`config.mk`:
```
export PLATFORM = sky130hd
export DESIGN_NAME = seg_scan_decoder
export DESIGN_NICKNAME = d
export VERILOG_FILES = /design/src/rtl/seg_scan_decoder.sv
export SDC_FILE = /design/constraint.sdc
export NUM_CORES = 1
export LEC_CHECK = 0
export CORE_ASPECT_RATIO = 0.5
export CORE_MARGIN = 2
export CORE_UTILIZATION = 30
export DETAILED_ROUTE_END_ITERATION = 10
export DONT_BUFFER_PORTS = 1
export RECOVER_POWER = 100
export SLEW_MARGIN = 5
export SYNTH_ARGS = -nofsm -noshare
export SYNTH_HDL_FRONTEND = slang
export SYNTH_SLANG_ARGS = --single-unit
```
`constraint.sdc`:
```
create_clock -name clk -period 2.8 [get_ports clk]
set_input_delay 0.56 -clock clk [delete_from_list [all_inputs] [get_ports clk]]
set_output_delay 0.56 -clock clk [all_outputs]
set_load 0.01 [all_outputs]
```
`src/rtl/seg_scan_decoder.sv`:
```
// Scanned 4-digit 7-segment bus decoder: samples a multiplexed LED bus, debounces each
// digit position and publishes complete BCD frames with error and idle reporting.
module seg_scan_decoder #(
  parameter int STABLE_CYC  = 2,
  parameter int TIMEOUT_CYC = 1024
) (
  input  logic       clk,
  input  logic       rst,
  input  logic [6:0] led_seg,
  input  logic       a1,
  input  logic       a2,
  input  logic       a3,
  input  logic       a4,
  output logic [3:0] dig1,
  output logic [3:0] dig2,
  output logic [3:0] dig3,
  output logic [3:0] dig4,
  output logic [3:0] blank,
  output logic       frame_valid,
  output logic       seg_err,
  output logic       idle
);

  localparam logic [3:0]  STABLE  = 4'(STABLE_CYC);
  localparam logic [15:0] TIMEOUT = 16'(TIMEOUT_CYC);

  // Decoded segment pattern: {valid, blank, bcd}; invalid patterns yield digit 0, not blank.
  function automatic logic [5:0] decode(input logic [6:0] s);
    case (s)
      7'b1000000: decode = {2'b10, 4'd0};
      7'b1111001: decode = {2'b10, 4'd1};
      7'b0100100: decode = {2'b10, 4'd2};
      7'b0110000: decode = {2'b10, 4'd3};
      7'b0011001: decode = {2'b10, 4'd4};
      7'b0010010: decode = {2'b10, 4'd5};
      7'b0000010: decode = {2'b10, 4'd6};
      7'b1111000: decode = {2'b10, 4'd7};
      7'b0000000: decode = {2'b10, 4'd8};
      7'b0010000: decode = {2'b10, 4'd9};
      7'b1111111: decode = {2'b11, 4'd0};
      default:    decode = {2'b00, 4'd0};
    endcase
  endfunction

  // Anode vectors are {a4,a3,a2,a1}, so bit i is digit position i+1.
  logic [6:0]  seg_q, seg_p;
  logic [3:0]  an_q, an_p;
  logic [3:0]  stab_cnt, stab_cnt_d;
  logic        run_done, run_done_d;
  logic [15:0] idle_cnt, idle_cnt_d;
  logic [3:0]  seen, seen_d;
  logic        pend_err, pend_err_d;
  logic        coll_flag, coll_flag_d;
  logic [3:0]  sh_dig [4];
  logic [3:0]  sh_blank;

  logic [3:0]  lows;
  logic        active, collision, same, accept, publish, idle_hit;
  logic [1:0]  pos;
  logic [5:0]  dec;

  always_comb begin
    // NOTE: every combinational output gets a default first so no path leaves it unassigned (no latch).
    pos        = 2'd0;
    lows       = ~an_q;
    collision  = (lows & (lows - 4'd1)) != 4'd0;
    active     = (lows != 4'd0) && !collision;
    same       = (seg_q == seg_p) && (an_q == an_p);
    dec        = decode(seg_q);
    publish    = &seen;

    case (lows)
      4'b0010: pos = 2'd1;
      4'b0100: pos = 2'd2;
      4'b1000: pos = 2'd3;
      default: pos = 2'd0;
    endcase

    if (collision)             stab_cnt_d = 4'd0;
    else if (!same)            stab_cnt_d = 4'd1;
    else if (stab_cnt == 4'hF) stab_cnt_d = 4'hF;
    else                       stab_cnt_d = stab_cnt + 4'd1;

    // run_done limits acceptance to once per stable run, independent of counter saturation.
    accept     = active && (stab_cnt_d >= STABLE) && !(same && run_done);
    run_done_d = (same && run_done) || accept;

    if (active)                  idle_cnt_d = 16'd0;
    else if (idle_cnt == TIMEOUT) idle_cnt_d = TIMEOUT;
    else                         idle_cnt_d = idle_cnt + 16'd1;
    idle_hit = !active && (idle_cnt != TIMEOUT) && (idle_cnt_d == TIMEOUT);

    seen_d      = (publish || idle_hit) ? 4'd0 : seen;
    pend_err_d  = (publish || idle_hit) ? 1'b0 : pend_err;
    coll_flag_d = (publish || idle_hit) ? 1'b0 : coll_flag;
    if (accept) begin
      seen_d[pos] = 1'b1;
      if (!dec[5]) pend_err_d = 1'b1;
    end
    if (collision) coll_flag_d = 1'b1;

    idle = (idle_cnt == TIMEOUT) && !active;
  end

  always_ff @(posedge clk or negedge rst) begin
    if (!rst) begin
      seg_q       <= 7'h7F;
      seg_p       <= 7'h7F;
      an_q        <= 4'hF;
      an_p        <= 4'hF;
      stab_cnt    <= 4'd0;
      run_done    <= 1'b0;
      idle_cnt    <= 16'd0;
      seen        <= 4'd0;
      pend_err    <= 1'b0;
      coll_flag   <= 1'b0;
      // NOTE: the shadow array is reset on purpose so no partial frame can survive a reset.
      for (int i = 0; i < 4; i++) sh_dig[i] <= 4'd0;
      sh_blank    <= 4'd0;
      dig1        <= 4'd0;
      dig2        <= 4'd0;
      dig3        <= 4'd0;
      dig4        <= 4'd0;
      blank       <= 4'b1111;
      frame_valid <= 1'b0;
      seg_err     <= 1'b0;
    end else begin
      seg_q       <= led_seg;
      an_q        <= {a4, a3, a2, a1};
      seg_p       <= seg_q;
      an_p        <= an_q;
      stab_cnt    <= stab_cnt_d;
      run_done    <= run_done_d;
      idle_cnt    <= idle_cnt_d;
      seen        <= seen_d;
      pend_err    <= pend_err_d;
      coll_flag   <= coll_flag_d;
      frame_valid <= publish;

      if (accept) begin
        sh_dig[pos]   <= dec[3:0];
        sh_blank[pos] <= dec[4];
      end

      // Publishing copies the registered shadow, so an acceptance in this cycle joins the next frame.
      if (publish) begin
        dig1    <= sh_dig[0];
        dig2    <= sh_dig[1];
        dig3    <= sh_dig[2];
        dig4    <= sh_dig[3];
        blank   <= sh_blank;
        seg_err <= pend_err || coll_flag;
      end
    end
  end

endmodule

```
Yosys cells after proc, flatten, opt, wreduce, memory -nomap -nowiden --
Cells that the tools add are included.
Cells by class: add/sub/neg operators 3, $lt $le $gt $ge 5, equality and inequality tests 19, muxes and demuxes 20, bitwise gates (word level) 4, reduce and logical (&&, ||, !) cells 21
Operator list (count):
- 6-bit one-hot mux with 11 select lines | 1
- 16-bit by 11-bit == test with 1-bit output, second input constant | 2
- 16-bit 2-to-1 mux | 2
- 7-bit == test, second input constant | 4
- 4-bit 2-to-1 mux | 6
- 7-bit by 5-bit == test with 1-bit output, second input constant | 3
- 16-bit by 1-bit adder with 16-bit output, second input constant | 1
- 16-bit bitwise mux | 1
- 16-bit by 11-bit inequality test with 1-bit output, second input constant | 1
- 7-bit by 6-bit == test with 1-bit output, second input constant | 2
- 1-bit logical AND | 10
- 4-bit demux with 2-bit select | 1
- 4-bit == test, second input constant | 2
- 4-bit nonzero test | 2
- 7-bit by 2-bit == test with 1-bit output, second input constant | 1
- 7-bit == test | 1
- 7-bit zero test | 1
- 1-bit 2-to-1 mux | 6
- 2-bit one-hot mux with 3 select lines | 1
- 4-bit by 1-bit adder with 4-bit output, second input constant | 1
- 4-bit AND | 1
- 4-bit bitwise mux | 1
- 4-bit by 2-bit == test with 1-bit output, second input constant | 1
- 4-bit by 3-bit == test with 1-bit output, second input constant | 1
- 15 further kinds | 19
Word-level totals: register bits 91, bits of input ports 13, logic and storage cells 94

Longest topological paths before layout --
depth after elaboration 13, depth in mapped cells 9, depth with buffers taken out 8

Worst setup path after synthesis --
Ideal clock, no wire load.
path type reg2reg, from reg seg_q[5], to reg sh_blank[0], setup time 128 ps, arrival 2094 ps, required time 2672 ps, setup slack 578 ps, cell stages (with the launch flop) 8, period minus slack after synthesis 2222 ps, cell sequence dfstp_2 > clkbuf_1 > xor2_1 > nor4_1 > and3_1 > and4b_2 > nand3_2 > mux2_1
Between the ends: word-level cells in the longest chain between the ends 7, elaborated cells between the ends (all ways) 22
Ends and longest elaborated chain:
- from (decl) | RTL line 46 | logic [6:0] seg_q, seg_p;
- from (signal assigned) | RTL line 128 | seg_q <= led_seg;
- 7-bit == test | RTL line 68 | same = (seg_q == seg_p) && (an_q == an_p);
- 1-bit logical AND | RTL line 68
- 4-bit 2-to-1 mux | RTL line 80 | else if (!same) stab_cnt_d = 4'd1;
- 4-bit 2-to-1 mux | RTL line 79 | if (collision) stab_cnt_d = 4'd0;
- 4-bit by 2-bit greater-or-equal comparator with 1-bit output | RTL line 85 | accept = active && (stab_cnt_d >= STABLE) && !(same && run_done);
- 1-bit logical AND (2 in a row) | RTL line 85
- to (signal, indexed assignment) | RTL line 142 | sh_blank[pos] <= dec[4];
- to (decl) | RTL line 55 | logic [3:0] sh_blank;
Several ways; a longest one is shown, not always the timed one. A chain may end at the register's enable or synchronous reset.

Final worst setup path --
from reg seg_q[1], to reg sh_dig[8] (netlist name)
Between the ends: word-level cells in the longest chain between the ends 7, elaborated cells between the ends (all ways) 22
Ends and longest elaborated chain:
- 7-bit == test | RTL line 68
- 1-bit logical AND | RTL line 68
- 4-bit 2-to-1 mux | RTL line 80
- 4-bit 2-to-1 mux | RTL line 79
- 4-bit by 2-bit greater-or-equal comparator with 1-bit output | RTL line 85
- 1-bit logical AND (2 in a row) | RTL line 85
- to (signal, indexed assignment) | RTL line 141 | sh_dig[pos] <= dec[3:0];
- to (decl) | RTL line 54 | logic [3:0] sh_dig [4];
Several ways; a longest one is shown, not always the timed one.

==> reports/qor.txt <==
status: finished with violations
failing checks: capacitance limit, slew limit
post-route cell area: 4470 um^2
Initial DRC Count: 208
setup TNS: 0 ns
final setup fails: 0
DIE WIDTH: 169 um
slew margin rel.: -6.17%
commonest non-fill, non-tap cells in the layout: nand2_1 (76), dfrtp_1 (65), nor2_1 (26), mux2_1 (20), xor2_1 (16)
Overflow after GRT: 0
post-synthesis sequential area ratio: 56.7%
total CTS buffers: 9
CTS H-tree lvls: 3
Fin. Hold Viols: 0
GPL Wtd Cong: 0.806
reg2reg setup slack: 0.29 ns
WHS: 0.0569 ns
synth warn: 0
placed cell area: 4200 um^2
Final Non-Filler Cells: 552
Clock Skew: 0.00760 ns
async set-reset flop share out of synthesis: 100%
HPWL after DPL: 5.12 mm
Worst R2R Start: seg_q[1]$_DFF_PN1_
WP data arrival: 2.73 ns
ANT cells: 0
First-pass DRT Iterations: 4
Syn Nets: 396
# rows: 30
worst r2r dst: sh_dig[8]$_DFFE_PN0P_
number of synthesized flops with an enable pin: 0
Hold-fix buffers, CTS: 1
startpoint types: flip-flop
Vias: 2582
f_max: 398 MHz
# clock sinks: 91
post-CTS setup buffers: 0
cell area after synthesis: 4080 um^2
clock buffer depth: 2
most common cell after layout, fill and taps aside: nand2_1
overall routing resource usage: 11.3%
area of the die: 14600 um^2
Final min period: 2.51 ns
DR WL/cell: 13.8 um
worst min path class: in -> async
pwr/cell area: 603 nW/um^2
Max FO, Critical Path: 11
Area Overhead vs Synth: 9.58%
Initial Util: 30.4%
layout cell share with drive strength beyond 1: 10.4%
Placed Cells: 535
RSZ-0062 raised after global routing: no
FF+latch count, synth: 91
WS Path Type: reg -> reg
Clock transition at path regs: 0.07 ns
Die Ht: 86.4 um
DRC viols: 0
actual slew at the worst max-slew pin: 1.59 ns
Resized cells post-CTS: 0
global-route wire length before repair: 13.0 mm
Top FF cell, synth: dfrtp_1
post-route ant nets: 0
Max Cap Viol: 1
vias in the first global route: 2514
Final Max Tran Viols: 66
count of cell types in the netlist: 51
IO Pins: 36
worst reg2reg path depth: 6
CTS tree: built
Core Box Area: 13400 um^2
worst setup margin: 0.289 ns
VDD IR max: 291 uV
CP Capture Type: flip-flop
Via density: 4.68
root buffer cell: clkbuf_16
nets: 387
initial antenna violation count: 0
leakage power: 0.00203 uW
Mean Syn Cell Area: 10.7 um^2
worst slack, placed: 0.295 ns
fin crit share: 89.7%
Worst Path Required: 3.02 ns
final WL: 7.61 mm
Post-Synthesis Cells: 380
largest net degree at the start of global routing: 66
Port-buffer cells: 0
Clock Latency Late Sink: 0.34 ns
## cell type report
| cell class | count | area, um^2 |
|---|---|---|
| fillers | 1311 | 8930 |
| multi-input cells | 256 | 1610 |
| flip-flops and latches | 91 | 2310 |
| clock buffers | 10 | 229 |
| well taps | 176 | 220 |
| inverters | 10 | 37.5 |
| repair buffers | 3 | 12.5 |
| clock inverters | 6 | 42.5 |
## state kept, by name, summed over array words and instances, names as in the netlist, 4 cells and up
| name | count |
|---|---|
| an_p | 4 |
| an_q | 4 |
| blank | 4 |
| dig1 | 4 |
| dig2 | 4 |
| dig3 | 4 |
| dig4 | 4 |
| idle_cnt | 16 |
| seen | 4 |
| seg_p | 7 |
| seg_q | 7 |
| sh_blank | 4 |
| sh_dig | 16 |
| stab_cnt | 4 |
## worst max-delay path: stages, from the launching register on
cell and delay, ns:
dfstp_1 0.73, xor2_1 0.11, nor4_1 0.34, and3_1 0.25, and4b_1 0.37, nand4b_4 0.22
mux2_1 0.36
## power by group
| part | leakage [uW] | internal, uW | switching [uW] |
|---|---|---|---|
| clock | 0.000128 | 601 | 495 |
| sequential | 0.00117 | 1370 | 67.7 |
| combinational | 0.000738 | 75.8 | 90.1 |
## cells by family after synthesis
| logic type | after synthesis | synth area share [%] |
|---|---|---|
| compound gates | 34 | 5.40 |
| xor+xnor | 30 | 6.45 |
| flops | 91 | 56.7 |
| mux | 20 | 5.53 |
| fa+ha+maj | 4 | 1.17 |
| simple gates | 168 | 21.1 |
| buf+inv | 33 | 3.68 |
## how the worst max path moves through the flow
| stage | from | to | slack (ns) | depth (start not counted) |
|---|---|---|---|---|
| after floorplan | seg_q[5]$_DFF_PN1_ | sh_blank[0]$_DFFE_PN0P_ | 0.58 | 7 |
| after global placement | an_q[1]$_DFF_PN1_ | sh_dig[12]$_DFFE_PN0P_ | 0.34 | 6 |
| after detailed placement | an_q[1]$_DFF_PN1_ | sh_dig[5]$_DFFE_PN0P_ | 0.29 | 6 |
| after CTS | an_q[1]$_DFF_PN1_ | sh_dig[5]$_DFFE_PN0P_ | 0.28 | 6 |
| after global routing | seg_q[1]$_DFF_PN1_ | sh_dig[9]$_DFFE_PN0P_ | 0.07 | 6 |
| final | seg_q[1]$_DFF_PN1_ | sh_dig[8]$_DFFE_PN0P_ | 0.29 | 6 |
## layer usage
layer / global-route usage [%] / part of all wire, %
met2: 17.2 / 45
met3: 4.57 / 4.7
met4: 2.82 / 1.1
met1: 15.2 / 49
met5: 0 / 0
## cells in the mapped netlist, drive strengths merged (3+ instances only)
cell | number | area, um^2
nand4b | 3 | 56.3
buf | 13 | 75.1
mux2 | 20 | 225
dfstp | 26 | 683
dfrtp | 65 | 1630
nand2 | 76 | 285
inv | 10 | 37.5
nor2 | 26 | 97.6
a211oi | 4 | 35.0
o21ai | 9 | 45.0
a21oi | 7 | 35.0
and2 | 3 | 21.3
clkbuf | 10 | 37.5
xor2 | 16 | 140
xnor2 | 14 | 123
and3 | 8 | 55.1
a31oi | 3 | 18.8
nor3 | 12 | 60.1
nand4 | 9 | 62.6
nor3b | 4 | 30.0
nor4 | 7 | 58.8
nand3 | 10 | 55.1
ha | 3 | 37.5
## through the flow
step                total power [uW]  utilization (%)
finish                          2690             33.3
global route                    2830             33.3
CTS                             2740             33.6
detailed placement              1610             31.3
global placement                1610             31.3
floorplan                       1590                -
Note: power is estimated with default switching activity, not from simulation.
